[src/rtl/muldiv_pkg.sv]
// Shared encodings for the HI/LO multiply/divide unit.
// The divide datapath is present only when MULDIV_DIV_EN is defined.
package muldiv_pkg;

  localparam int unsigned DEFAULT_WIDTH = 32;

  localparam logic [2:0] OP_MULT  = 3'd0;
  localparam logic [2:0] OP_MULTU = 3'd1;
  localparam logic [2:0] OP_DIV   = 3'd2;
  localparam logic [2:0] OP_DIVU  = 3'd3;
  localparam logic [2:0] OP_MTHI  = 3'd4;
  localparam logic [2:0] OP_MTLO  = 3'd5;

  typedef enum logic [1:0] {
    ST_IDLE,
    ST_CALC,
    ST_FIX,
    ST_DONE
  } state_t;

  function automatic logic op_is_signed(input logic [2:0] op);
    return (op == OP_MULT) || (op == OP_DIV);
  endfunction

endpackage

[src/rtl/muldiv_hilo_unit_iter_step.sv]
// One combinational iteration: shift-add multiply or restoring shift-subtract divide.
// The divide path and its select port exist only when MULDIV_DIV_EN is defined.
module muldiv_iter_step #(
  parameter int unsigned WIDTH = 32
) (
`ifdef MULDIV_DIV_EN
  input  logic             div_mode,
`endif
  input  logic [WIDTH-1:0] opnd,
  input  logic [WIDTH-1:0] acc_hi,
  input  logic [WIDTH-1:0] acc_lo,
  output logic [WIDTH-1:0] nxt_hi,
  output logic [WIDTH-1:0] nxt_lo
);

  logic [WIDTH:0] sum;
`ifdef MULDIV_DIV_EN
  logic [WIDTH:0]   shifted;
  logic [WIDTH-1:0] diff;
  logic             fits;
`endif

  always_comb begin
    // Multiply: acc_lo holds the remaining multiplier bits, acc_hi the partial product.
    sum    = {1'b0, acc_hi} + (acc_lo[0] ? {1'b0, opnd} : '0);
    nxt_hi = sum[WIDTH:1];
    nxt_lo = {sum[0], acc_lo[WIDTH-1:1]};
`ifdef MULDIV_DIV_EN
    // Divide: the W-bit modular difference is exact whenever the subtract succeeds,
    // and with a zero divisor it simply passes the dividend bits through.
    shifted = {acc_hi, acc_lo[WIDTH-1]};
    fits    = shifted >= {1'b0, opnd};
    diff    = shifted[WIDTH-1:0] - opnd;
    if (div_mode) begin
      nxt_hi = fits ? diff : shifted[WIDTH-1:0];
      nxt_lo = {acc_lo[WIDTH-2:0], fits};
    end
`endif
  end

endmodule

[src/rtl/muldiv_hilo_unit.sv]
// Iterative multiply/divide unit owning the architectural HI/LO registers.
// Divide support is compiled in with MULDIV_DIV_EN; otherwise DIV/DIVU complete as no-ops.
module muldiv_hilo_unit
  import muldiv_pkg::*;
#(
  parameter int unsigned WIDTH = DEFAULT_WIDTH,
  parameter int unsigned CNT_W = $clog2(WIDTH + 1)
) (
  input  logic             clock,
  input  logic             reset,
  input  logic             start_i,
  input  logic [2:0]       op_i,
  input  logic [WIDTH-1:0] src_a_i,
  input  logic [WIDTH-1:0] src_b_i,
  input  logic             flush_i,
  output logic             busy_o,
  output logic             done_o,
  output logic [WIDTH-1:0] hi_o,
  output logic [WIDTH-1:0] lo_o
);

  state_t             state, state_next;
  logic               accept;
  logic [CNT_W-1:0]   cnt;
  logic [WIDTH-1:0]   opnd, acc_hi, acc_lo, step_hi, step_lo;
  logic [WIDTH-1:0]   abs_a, abs_b;
  logic               sign_a, sign_b, neg_lo;
  logic [2*WIDTH-1:0] prod;
`ifdef MULDIV_DIV_EN
  logic               is_div, neg_hi;
`endif

  always_comb begin
    sign_a = op_is_signed(op_i) & src_a_i[WIDTH-1];
    sign_b = op_is_signed(op_i) & src_b_i[WIDTH-1];
    abs_a  = sign_a ? -src_a_i : src_a_i;
    abs_b  = sign_b ? -src_b_i : src_b_i;
    prod   = {acc_hi, acc_lo};
  end

  always_comb begin
    state_next = state;
    accept     = 1'b0;
    case (state)
      ST_IDLE, ST_DONE: begin
        state_next = ST_IDLE;
        if (start_i && !flush_i) begin
          case (op_i)
            OP_MULT, OP_MULTU: begin
              state_next = ST_CALC;
              accept     = 1'b1;
            end
            OP_DIV, OP_DIVU: begin
`ifdef MULDIV_DIV_EN
              state_next = ST_CALC;
`else
              state_next = ST_DONE;
`endif
              accept     = 1'b1;
            end
            OP_MTHI, OP_MTLO: begin
              state_next = ST_DONE;
              accept     = 1'b1;
            end
            default: ;
          endcase
        end
      end
      ST_CALC: begin
        if (flush_i)
          state_next = ST_IDLE;
        else if (cnt == CNT_W'(WIDTH - 1))
          state_next = ST_FIX;
      end
      ST_FIX:  state_next = flush_i ? ST_IDLE : ST_DONE;
      default: state_next = ST_IDLE;
    endcase
  end

  muldiv_iter_step #(.WIDTH(WIDTH)) u_step (
`ifdef MULDIV_DIV_EN
    .div_mode (is_div),
`endif
    .opnd     (opnd),
    .acc_hi   (acc_hi),
    .acc_lo   (acc_lo),
    .nxt_hi   (step_hi),
    .nxt_lo   (step_lo)
  );

  always_ff @(posedge clock) begin
    if (!reset) begin
      state  <= ST_IDLE;
      busy_o <= 1'b0;
      done_o <= 1'b0;
      hi_o   <= '0;
      lo_o   <= '0;
      cnt    <= '0;
      opnd   <= '0;
      acc_hi <= '0;
      acc_lo <= '0;
      neg_lo <= 1'b0;
`ifdef MULDIV_DIV_EN
      is_div <= 1'b0;
      neg_hi <= 1'b0;
`endif
    end else begin
      state  <= state_next;
      busy_o <= (state_next == ST_CALC) || (state_next == ST_FIX);
      done_o <= (state_next == ST_DONE);
      if (accept) begin
        cnt <= '0;
        case (op_i)
          OP_MULT, OP_MULTU: begin
            opnd   <= abs_a;
            acc_hi <= '0;
            acc_lo <= abs_b;
            neg_lo <= sign_a ^ sign_b;
`ifdef MULDIV_DIV_EN
            is_div <= 1'b0;
`endif
          end
`ifdef MULDIV_DIV_EN
          OP_DIV, OP_DIVU: begin
            opnd   <= abs_b;
            acc_hi <= '0;
            acc_lo <= abs_a;
            is_div <= 1'b1;
            // A zero divisor must leave the all-ones quotient un-negated.
            neg_lo <= (sign_a ^ sign_b) & (src_b_i != '0);
            neg_hi <= sign_a;
          end
`endif
          OP_MTHI: hi_o <= src_a_i;
          OP_MTLO: lo_o <= src_a_i;
          default: ;
        endcase
      end else if (state == ST_CALC) begin
        acc_hi <= step_hi;
        acc_lo <= step_lo;
        cnt    <= cnt + CNT_W'(1);
      end else if (state == ST_FIX && !flush_i) begin
`ifdef MULDIV_DIV_EN
        if (is_div) begin
          lo_o <= neg_lo ? -acc_lo : acc_lo;
          hi_o <= neg_hi ? -acc_hi : acc_hi;
        end else
`endif
        begin
          {hi_o, lo_o} <= neg_lo ? -prod : prod;
        end
      end
    end
  end

endmodule

[config.mk]
export PLATFORM = sky130hd
export DESIGN_NAME = muldiv_hilo_unit
export DESIGN_NICKNAME = d
export VERILOG_FILES = /design/src/rtl/muldiv_pkg.sv /design/src/rtl/muldiv_hilo_unit_iter_step.sv /design/src/rtl/muldiv_hilo_unit.sv
export SDC_FILE = /design/constraint.sdc
export NUM_CORES = 1
export LEC_CHECK = 0
export BUFFER_PORTS_ARGS = -buffer_cell sky130_fd_sc_hd__buf_4
export CAP_MARGIN = 20
export CORE_MARGIN = 2
export CORE_UTILIZATION = 48
export DETAILED_ROUTE_END_ITERATION = 7
export PLACE_DENSITY_LB_ADDON = 0.3
export RECOVER_POWER = 25
export SETUP_SLACK_MARGIN = 0.3
export SYNTH_ARGS = -nofsm -noshare
export SYNTH_HDL_FRONTEND = slang
export SYNTH_SLANG_ARGS = --single-unit
[constraint.sdc]
create_clock -name clock -period 9.2 [get_ports clock]
set_input_delay 2.3 -clock clock [delete_from_list [all_inputs] [get_ports clock]]
set_output_delay 2.3 -clock clock [all_outputs]
set_load 0.005 [all_outputs]
* Word-level counts from Yosys, hierarchy flattened
Cells that the tools add are included.
** Word-level totals
- Register bits :: 171
- Input bits :: 71
- Output and inout bits :: 66
- Word-level logic and storage cells :: 80
** Cells by class
- Add/subtract/negate cells :: 5
- Equal/unequal tests :: 16
- Muxes and demuxes :: 27
- Bitwise gates (word level) :: 4
- Reduce and logical (&&, ||, !) cells :: 18
** Operators by type and width (number)
- two-way mux 32 bit :: 17
- two-way mux 64 bit :: 1
- negator 32 bit :: 2
- negator 64 bit :: 1
- adder 32 x 33 -> 33 bit :: 1
- == test 2 bit, second input constant :: 4
- two-way mux 2 bit :: 4
- adder 6 x 1 -> 6 bit, second input constant :: 1
- == test 3 x 2 -> 1 bit, second input constant :: 2
- == test 3 bit, second input constant :: 2
- == test 6 x 5 -> 1 bit, second input constant :: 1
- inequality test 2 x 1 -> 1 bit, second input constant :: 3
- one-hot mux 2 bit (3 select lines) :: 1
- AND reduction 3 bit :: 2
- OR reduction 2 bit :: 3
- OR reduction 6 bit :: 1
- == test 2 x 1 -> 1 bit, second input constant :: 2
- one-hot mux 2 bit (2 select lines) :: 1
- AND reduction 2 bit :: 2
- nonzero test 2 bit :: 2
- OR reduction 4 bit :: 1
- == test 3 x 1 -> 1 bit, second input constant :: 1
- logical NOT 3 bit :: 1
- two-way mux 1 bit :: 3
- other kinds (8) :: 11

* Logic depth before layout (Yosys ltp)
Gate-level depths: netlist of run 1.
- Depth after elaboration :: 7
- Gate-level depth with buffers :: 14
- Gate-level depth less buffers :: 12

* Hierarchy
From an unflattened synthesis of run 1, not the netlist that was laid out.
** Unflattened totals
- Cell total of the unflattened synthesis :: 1611
- Area, all modules :: 12250.5 sq um
** By module, submodules not included
- muldiv_hilo_unit :: times used 1, cells each 1316, area an instance 10063.4 sq um, seq. area each 3423.3 sq um
- muldiv_iter_step :: times used 1, cells each 295, area an instance 2187.1 sq um, seq. area each 0.0 sq um

* Worst setup path before layout of run 1
Ideal clock, no wire load.
- Path type :: input-to-reg
- From :: input src_b_i[5]
- To :: register acc_lo[25]
- Library setup time :: 0.074 ns
- Data arrival time :: 4.190 ns
- Required time :: 9.126 ns
- Setup slack :: 4.935 ns
- Stages :: 7
- Path buffers :: 0
- Cells stage by stage :: nor4_1 > nor4b_1 > nand3_1 > o41ai_1 > xnor2_1 > nand2_1 > a31oi_1
** On the way
- Cells in the longest elaborated chain, start to end :: 4
** RTL lines
- start: declaration :: RTL line muldiv_hilo_unit.sv:14 : input logic [WIDTH-1:0] src_b_i,
- negator 32 bit :: RTL line muldiv_hilo_unit.sv:37 : abs_b = sign_b ? -src_b_i : src_b_i;
- two-way mux 32 bit :: RTL line muldiv_hilo_unit.sv:37
- two-way mux 32 bit :: RTL line muldiv_hilo_unit.sv:113 : case (op_i)
- two-way mux 32 bit :: RTL line muldiv_hilo_unit.sv:111 : if (accept) begin
- end signal: assignment :: RTL line muldiv_hilo_unit.sv:117 : acc_lo <= abs_b;
- end signal: assignment :: RTL line muldiv_hilo_unit.sv:140 : acc_lo <= step_lo;
- end: declaration :: RTL line muldiv_hilo_unit.sv:25 : logic [WIDTH-1:0] opnd, acc_hi, acc_lo, step_hi, step_lo;
Every way passes these cells. The select of a mux whose other input is x is not followed.
A chain may end at the register's enable or synchronous reset.

* Worst setup path in the final report of run 1
- From :: input flush_i
- To :: register acc_hi[31]
** On the way
- Cells in the longest elaborated chain, start to end :: 6
- Elaborated cells between the ends (all ways) :: 8
- Those cells by class :: eq/ne: 1; mux: 3; reduce/logical: 4
** RTL lines
- start: declaration :: RTL line muldiv_hilo_unit.sv:15 : input logic flush_i,
- logical NOT 1 bit * :: RTL line muldiv_hilo_unit.sv:47 : if (start_i && !flush_i) begin
- logical AND 1 bit * :: RTL line muldiv_hilo_unit.sv:47
- two-way mux 1 bit * :: RTL line muldiv_hilo_unit.sv:47
- two-way mux 1 bit * :: RTL line muldiv_hilo_unit.sv:44 : case (state)
- inequality test 2 x 1 -> 1 bit (no line) or nonzero test 2 bit (tied branches)
- AND reduction 2 bit (no line)
- end signal: assignment :: RTL line muldiv_hilo_unit.sv:139 : acc_hi <= step_hi;
- end: declaration :: RTL line muldiv_hilo_unit.sv:25
Every way passes the cells marked *; elsewhere a longest branch is shown, timed or not.

==> results.md, run 1 <==
- Placeable Area: 22800 um2
- Mapped Nets: 1589
- Setup TNS: 0 ns
- Post_cts resized: 0
- CTS H-tree depth: 4
- Hold Path Origin: opnd[26]
- Multi-input gate area in the final layout: 7340 um2
- Worst Skew: 0.0146 ns
- Synth-to-Final Area Change: 15.5%
- Post-synth cell types: 58
- Count of antenna-violating nets left after detailed routing: 0
- Fill cells: 2148
- Top cells by area, synth: dfxtp_1 (31%), xor2_1 (7.6%), a21oi_1 (6.8%), nor2_1 (6.4%), nand2_1 (4.6%)
- DRT met1 WL: 15.4 mm
- Logic pwr share: 15.2%
- Rows: 55
- Initial antenna violation count: 1
- Cell taking the most area after synthesis: dfxtp_1
- Sequential share of power: 44.0%
- Storage cell area: 3420 um2
- Die X: 157 um
- Final period utilization: 54.2%
- # DRC: 0
- Layout cells sized above 1: 12.6%
- Clock power share: 40.8%
- Detailed-route wire length: 35.2 mm
- Top Metal Used: met5
- Maximum vdd drop: 0.0915 mV
- Crit. path cell count: 8
- Clk buf depth: 2
- Via total after detailed routing: 11300
- PortBufs: 136
- Syn Area/Cell: 7.57 um2
- Pwr/cell area: 136 nW/um2
- Switch Pwr: 0.540 mW
- Ys flop type: dfxtp_1
- Hold Fails Final Rpt: 0
- CTS tree: yes
- Drt wl/cell: 18.8 um
- CTS Buf Count: 17
- Post-synth ARST share: 0%
- Total Die Area: 24600 um2
- Met2 wire length: 16.6 mm
- Via density: 6.06
- CTS clock-pin slew for the worst setup and hold paths: 0.07 ns
- Mapped Area: 11200 um2
- Sw Ratio: 30.8%
- Slew margin rel.: 24.5%
- Synth Instances: 1478
- Hold crit path type: register to register
- Worst-path cell chain: buf_4, nand3b_1, nand2b_2, buf_4, and2_1, nand2_1, or4_1, nand2_1
- Root Buffer: clkbuf_16
- CP max stage cell: and2_1
- Ant diodes: 0
- Final setup viols: 0
- HPWL reported at the end of detailed placement: 25.5 mm
- Crit path capture type: register
- Worst path max stage delay: 0.67 ns
- Dpl ws: 3.85 ns
- Largest net degree at the start of global routing: 89
- # IOs: 137
- Vias in the first global route: 10500
- Unrepaired setup endpoints after global routing: no
- Die H: 157 um
- 1st-pass router iterations: 5
- Ys Warns: 0
- First-pass GRT wire length: 55.6 mm
- Post-CTS setup buffer count: 0
- Gr ovfl total: 0
- Seq/Total Area, Yosys: 30.6%
- Top cell type's share of synthesized area: 30.6%
- Crit Path Category: input pin to register
- Latest clock arrival within the worst-skew pair: 0.45 ns
- CP bufs+invs: 2
- CP required: 9.59 ns
- Synth Register Bits: 171
- Status: completed
- CTS sink cnt: 171
- R2R depth: 11
- Starting Density: 49.1%
- Peak fanout along the critical path: 73
- GPL Wtd Cong: 0.894
- Critical path's top delay family: simple AND/OR/NAND/NOR gates
- Maxcap violations: 0
- Starting DRT DRC Count: 908
- Tot GR Track Use: 28.7%
- Metal3 WL: 2.31 mm
- LEAKAGE: 4.97 nW
- Launching point of the worst reg2reg path: acc_lo[0]
- Hold path depth: 2
- Tmin final: 4.99 ns
- PnR worst setup slack: 4.21 ns
- CP arrival: 5.38 ns
- Fmax: 200 MHz
- Max-slew violations: 0
- CTS Hold Buffers Added: 0
- EDFF count, synth: 0
- Nets: 1657
- P_int: 1.21 mW
- Worst-Margin Slew: 1.13 ns
- Critical Path Source: flush_i
- Startpoint types: input pin
state kept, by name, summed over array words and instances (netlist names):
register	count
cnt	6
lo_o	32
opnd	32
done_o	1
neg_lo	1
hi_o	32
acc_lo	32
busy_o	1
state	2
acc_hi	32
stage by stage:
stage	area [um2]	std cells	hold slack [ns]	power (mW)	util (%)
6_report	12900	1871	0.452	1.75	56.8
3_5_place_dp	12400	1839	0.441	1.05	54.3
5_1_grt	12900	1871	0.475	1.82	56.8
4_1_cts	12900	1870	0.450	1.75	56.8
2_1_floorplan	11200	1478	0.427	0.943	-
3_3_place_gp	12300	1838	0.438	1.04	54.1
worst register-to-register path: cells and delay by family, from the launching register on:
kind | cells | cell delay, ns
fa+ha+maj | 1 | 0.26
simple gates | 2 | 0.43
xor+xnor | 1 | 0.25
compound gates | 6 | 2.31
flops | 1 | 0.33
buf+inv | 1 | 0.32
synth_stat cells, types with 28 or more instances:
master and count:
and2_1 44, a211oi_1 67, nand3_1 30, nand2_1 136
xor2_1 97, clkbuf_1 89, dfxtp_1 171, nor2_1 191
xnor2_1 52, o31ai_1 28, o21ai_0 101, ha_1 39
a21oi_1 152
layout make-up:
class,count,share of cell area (%)
sequential,171,26.5
tap,313,3.03
timing repair buffer,148,8.70
inverter,20,0.590
clock buffer,17,3.29
clock inverter,14,1.12
multi-input combinational,1188,56.8
power groups by stage:
stage / sequential, mW / clock (mW) / combinational [mW]
floorplan: 0.783 / 0 / 0.159
global placement: 0.788 / 0 / 0.257
detailed placement: 0.789 / 0 / 0.261
CTS: 0.771 / 0.721 / 0.262
global route: 0.773 / 0.752 / 0.289
finish: 0.772 / 0.716 / 0.267
worst paths after layout:
path | end | slack [ns]
setup / recovery | acc_hi[31] | 4.21
hold / removal | opnd[26] | 0.45
setup reg to reg | acc_hi[26] | 5.14
hold reg to reg | opnd[26] | 0.45
cells in the final DEF, fill, tap and decap left out, drive strengths merged, types with 21 or more instances in the layout:
master,netlist,routed
a211oi,67,67
a21oi,152,152
and2,44,44
buf,10,90
clkbuf,89,75
dfxtp,171,171
ha,39,39
inv,20,29
nand2,136,136
nand3,30,30
nor2,191,191
nor3,22,22
o21ai,101,101
o31ai,28,28
o41ai,23,23
or4,21,21
xnor2,52,52
xor2,97,97
metal layers:
metal	vias to the layer above	GRT usage, %
met3	58	3.71
met2	435	47.2
met5	-	0
li1	5463	-
met1	5376	38.8
met4	2	9.70
logic make-up after synthesis:
| group | Yosys count | share of synthesized area (%) |
|---|---|---|
| and+or+nand+nor | 519 | 21.7 |
| AOI/OAI and AO/OA | 475 | 27.0 |
| DFF | 171 | 30.6 |
| xor gates and xnor gates | 149 | 11.7 |
| buffers and inverters | 119 | 4.06 |
| adders and majority gates | 40 | 4.54 |
| muxes | 5 | 0.447 |
Power figures use the tool's default switching activity.
==> run 2: changes to the inputs <==
==> constraint.sdc (replaced) <==
create_clock -name clock -period 4.95 [get_ports clock]
set_input_delay 1.2375 -clock clock [delete_from_list [all_inputs] [get_ports clock]]
set_output_delay 1.2375 -clock clock [all_outputs]
set_load 0.005 [all_outputs]
==> results.md, run 2 (same netlist as run 1, synthesis figures left out) <==
- CTS Hold Buffers Added: 0
- Pwr/cell area: 260 nW/um2
- LEAKAGE: 5.00 nW
- Post-CTS setup buffer count: 0
- Most frequent cells in the layout: nor2_1 (188), dfxtp_1 (170), a21oi_1 (151)
- CTS Buf Count: 17
- Unrepaired setup endpoints after global routing: no
- Tmin final: 3.76 ns
- Latest clock arrival within the worst-skew pair: 0.44 ns
- Placed Instances: 1845
- Nets: 1663
- Slew margin rel.: 35.4%
- Fill cells: 2176
- Post_cts resized: 0
- CP required: 5.31 ns
- CTS H-tree depth: 4
- Tot GR Track Use: 28.9%
- Ant diodes: 0
- Die H: 157 um
- Fmax: 266 MHz
- Starting DRT DRC Count: 1062
- Worst path max stage delay: 0.75 ns
- HPWL reported at the end of detailed placement: 26.1 mm
- Vias in the first global route: 10400
- Dpl ws: 1.24 ns
- First-pass GRT wire length: 56.2 mm
- # DRC: 0
- Via density: 6.06
- Die X: 157 um
- Final setup viols: 0
- Largest net degree at the start of global routing: 79
- Post-route non-filler standard cell count: 1877
- 1st-pass router iterations: 6
- Total Die Area: 24600 um2
- Crit Path Category: register to register
- Drt wl/cell: 19.0 um
- Maximum vdd drop: 0.215 mV
- PortBufs: 136
- Setup TNS: 0 ns
- Peak fanout along the critical path: 19
- Root Buffer: clkbuf_16
- CP arrival: 4.13 ns
- Synth-to-Final Area Change: 16.2%
- CTS tree: yes
- Hold Fails Final Rpt: 0
- GPL Wtd Cong: 0.972
- Worst-path cell chain: buf_4, and2_1, ha_1, o211a_1, a2111oi_0, buf_4, o21ai_0, nor2b_1, a221oi_1, o21ai_0, xnor2_1, o21ai_0
- Worst-Margin Slew: 0.969 ns
- Detailed-route wire length: 35.7 mm
- Startpoint types: register
- Worst Skew: 0.0122 ns
- Commonest non-fill, non-tap cell in the layout: nor2_1
- Clk buf depth: 2
- PnR worst setup slack: 1.19 ns
- Maxcap violations: 0
- Gr ovfl total: 0
- Crit path capture type: register
- CTS clock-pin slew for the worst setup and hold paths: 0.07 ns
- # IOs: 137
- Initial antenna violation count: 0
- Hold crit path type: register to register
- Max-slew violations: 0
- Layout cells sized above 1: 12.8%
- Post-DP Area: 12400 um2
- Final period utilization: 76.0%
- Placeable Area: 22800 um2
- Status: completed
- Post-route cell area: 13000 um2
- Rows: 55
- CTS sink cnt: 171
- Count of antenna-violating nets left after detailed routing: 0
- CP max stage cell: dfxtp_1
- Crit path top cell by count: o21ai_0
- Via total after detailed routing: 11400
- Starting Density: 49.1%
==> run 2: cell count changes in the layout (fill, tap and decap cells not counted) <==
cell and delta:
clkinv_8 -1, clkinv_4 -1, clkbuf_4 -1, clkinvlp_4 +2, clkbuf_1 +2, buf_16 -1, inv_8 -4, bufinv_16 +3
buf_4 +6, buf_12 +1
==> run 2: final timing paths <==
check | startpoint | to | slack (ns) | depth (start not counted)
worst max-delay path | acc_lo[0] | acc_hi[26] | 1.19 | 12
worst min-delay path | lo_o[8] | lo_o[8] | 0.46 | 2
worst max register to register | acc_lo[0] | acc_hi[26] | 1.19 | 12
worst min register to register | lo_o[8] | lo_o[8] | 0.46 | 2
==> run 2: cell type report <==
type | instances | area [um2] | share of cell area, %
Timing Repair Buffer | 154 | 1160 | 8.91
Tap cell | 313 | 392 | 3.01
Sequential cell | 171 | 3420 | 26.3
Inverter | 20 | 76.3 | 0.587
Multi-Input combinational cell | 1188 | 7340 | 56.5
Clock buffer | 18 | 429 | 3.30
Clock inverter | 13 | 180 | 1.39
==> run 2: report_power, final <==
part           switching, mW  total [mW]  internal, mW  leakage, nW
clock                  0.627        1.43         0.807        0.292
combinational          0.325       0.505         0.179         3.33
sequential            0.0307        1.44          1.41         1.38
total                  0.983        3.38          2.39         5.00
==> run 2: metal layers <==
metal  GRT usage, %  up-vias  part of all wire [%]
li1               -     5478                     -
met1           39.8     5316                    43
met2           46.3      511                    47
met3           4.24       62                   7.4
met4           10.2        0                   2.9
met5              0        -                     0
==> run 2: metrics by stage <==
stage / utilization, % / total power, mW / hold slack, ns
after floorplan: - / 1.75 / 0.427
after global placement: 54.4 / 1.96 / 0.439
after detailed placement: 54.4 / 1.96 / 0.451
after CTS: 57.1 / 3.37 / 0.461
after global routing: 57.1 / 3.48 / 0.485
final: 57.1 / 3.38 / 0.461
==> run 2: worst max-delay path: cells and delay by family, from the launching register on <==
family                     cells  cell delay (ns)
buffers and inverters          2             0.52
DFF                            1             0.75
adders and majority gates      1             0.26
xor gates and xnor gates       1             0.15
and+or+nand+nor                2             0.37
AOI/OAI and AO/OA              6             1.63
==> run 3: changes to the inputs <==
==> constraint.sdc (replaced) <==
create_clock -name clock -period 3.58 [get_ports clock]
set_input_delay 0.895 -clock clock [delete_from_list [all_inputs] [get_ports clock]]
set_output_delay 0.895 -clock clock [all_outputs]
set_load 0.005 [all_outputs]
==> results.md, run 3 (same netlist as run 1, synthesis figures left out) <==
- Status: completed
- Final setup viols: 0
- Total Die Area: 24600 um2
- CTS clock-pin slew for the worst setup and hold paths: 0.08 ns
- Via total after detailed routing: 11600
- CP arrival: 3.69 ns
- Fmax: 300 MHz
- Vias in the first global route: 10500
- Via density: 6.08
- Final Power: 4.59 mW
- Gr ovfl total: 0
- Slew margin rel.: 50.1%
- Post-DP Area: 12600 um2
- Largest net degree at the start of global routing: 64
- Tmin final: 3.33 ns
- Die X: 157 um
- Tot GR Track Use: 28.8%
- LEAKAGE: 5.14 nW
- CTS Hold Buffers Added: 0
- CTS sink cnt: 171
- CP required: 3.94 ns
- 1st-pass router iterations: 5
- PortBufs: 136
- CTS Buf Count: 17
- Drt wl/cell: 19.0 um
- Clk buf depth: 2
- HPWL reported at the end of detailed placement: 26.8 mm
- First-pass GRT wire length: 55.5 mm
- # DRC: 0
- Util after Layout: 58.1%
- Synth-to-Final Area Change: 18.3%
- GPL Wtd Cong: 0.948
- Rows: 55
- Hold Fails Final Rpt: 0
- Ant diodes: 0
- CTS tree: yes
- Worst-Margin Slew: 0.748 ns
- Count of antenna-violating nets left after detailed routing: 0
- Worst Skew: 0.0126 ns
- Root Buffer: clkbuf_16
- Startpoint types: register
- Latest clock arrival within the worst-skew pair: 0.45 ns
- Hold crit path type: register to register
- Maxcap violations: 0
- Layout cells sized above 1: 14.9%
- Initial antenna violation count: 0
- Unrepaired setup endpoints after global routing: yes
- Max-slew violations: 0
- CTS H-tree depth: 4
- Die H: 157 um
- Placeable Area: 22800 um2
- # IOs: 137
- Nets: 1685
- Starting DRT DRC Count: 1101
- Crit path capture type: register
- Most frequent cells in the layout: nor2_1 (188), dfxtp_1 (170), a21oi_1 (151)
- Maximum vdd drop: 0.293 mV
- Post-route cell area: 13200 um2
- Fill cells: 2088
- Final period utilization: 93.0%
- Detailed-route wire length: 36.1 mm
- Setup TNS: 0 ns
- Pwr/cell area: 347 nW/um2
- Commonest non-fill, non-tap cell in the layout: nor2_1
- Starting Density: 49.1%
- Peak fanout along the critical path: 7
- Crit Path Category: register to register
## run 3: cell count changes in the layout (fill, tap and decap cells not counted), moves of 3 or more
cell,before,now
bufinv_16,3,0
buf_4,94,120
clkinv_8,0,5
a2111oi_0,3,0
clkbuf_1,7,2
## run 3: worst paths after layout
kind,slack [ns],start,to,cells past startpoint
min reg2reg,0.45,opnd[26],opnd[26],2
max,0.25,acc_lo[23],hi_o[31],8
min,0.45,opnd[26],opnd[26],2
max reg2reg,0.25,acc_lo[23],hi_o[31],8
## run 3: metrics by stage
stage	std cells	hold slack (ns)	worst slack [ns]
floorplan	1478	0.427	0.398
global placement	1866	0.440	0.296
detailed placement	1866	0.443	0.238
CTS	1898	0.454	0.260
global route	1900	0.468	0.168
finish	1900	0.454	0.250
## run 3: critical path, cell delays in order (launching register included)
cell	delay (ns)
dfxtp_1	0.38
or4_4	0.57
or3_4	0.38
or4_4	0.53
or3_4	0.42
or2_4	0.27
o41ai_4	0.34
xor2_1	0.14
a221oi_2	0.23
## run 3: timing repair
item / 4_1_cts / 5_1_grt
pin swaps: 0 / 4
buffers inserted: 0 / 2
cloned: 0 / 0
setup endpoints to repair: 2 / 10
resized for setup: 2 / 14
## run 3: where the power goes
part	internal, mW	switching [mW]
Combinational	0.266	0.440
Clock	0.944	0.961
Sequential	1.94	0.0404
## run 3: final cells by class
| cell class | instances | area (um2) | area share (%) |
|---|---|---|---|
| inverter | 20 | 76.3 | 0.577 |
| clock buffer | 17 | 425 | 3.21 |
| multi-input combinational | 1188 | 7400 | 55.9 |
| clock inverter | 15 | 175 | 1.32 |
| sequential | 171 | 3420 | 25.9 |
| tap | 313 | 392 | 2.96 |
| timing repair buffer | 176 | 1350 | 10.2 |
## run 3: per-layer routing
metal,part of all wire (%),vias to the layer above,track usage (%)
met3,7.7,93,4.82
met2,47,500,47.1
met1,42,5426,37.6
li1,-,5533,-
met5,0,-,0
met4,3.5,0,12.1
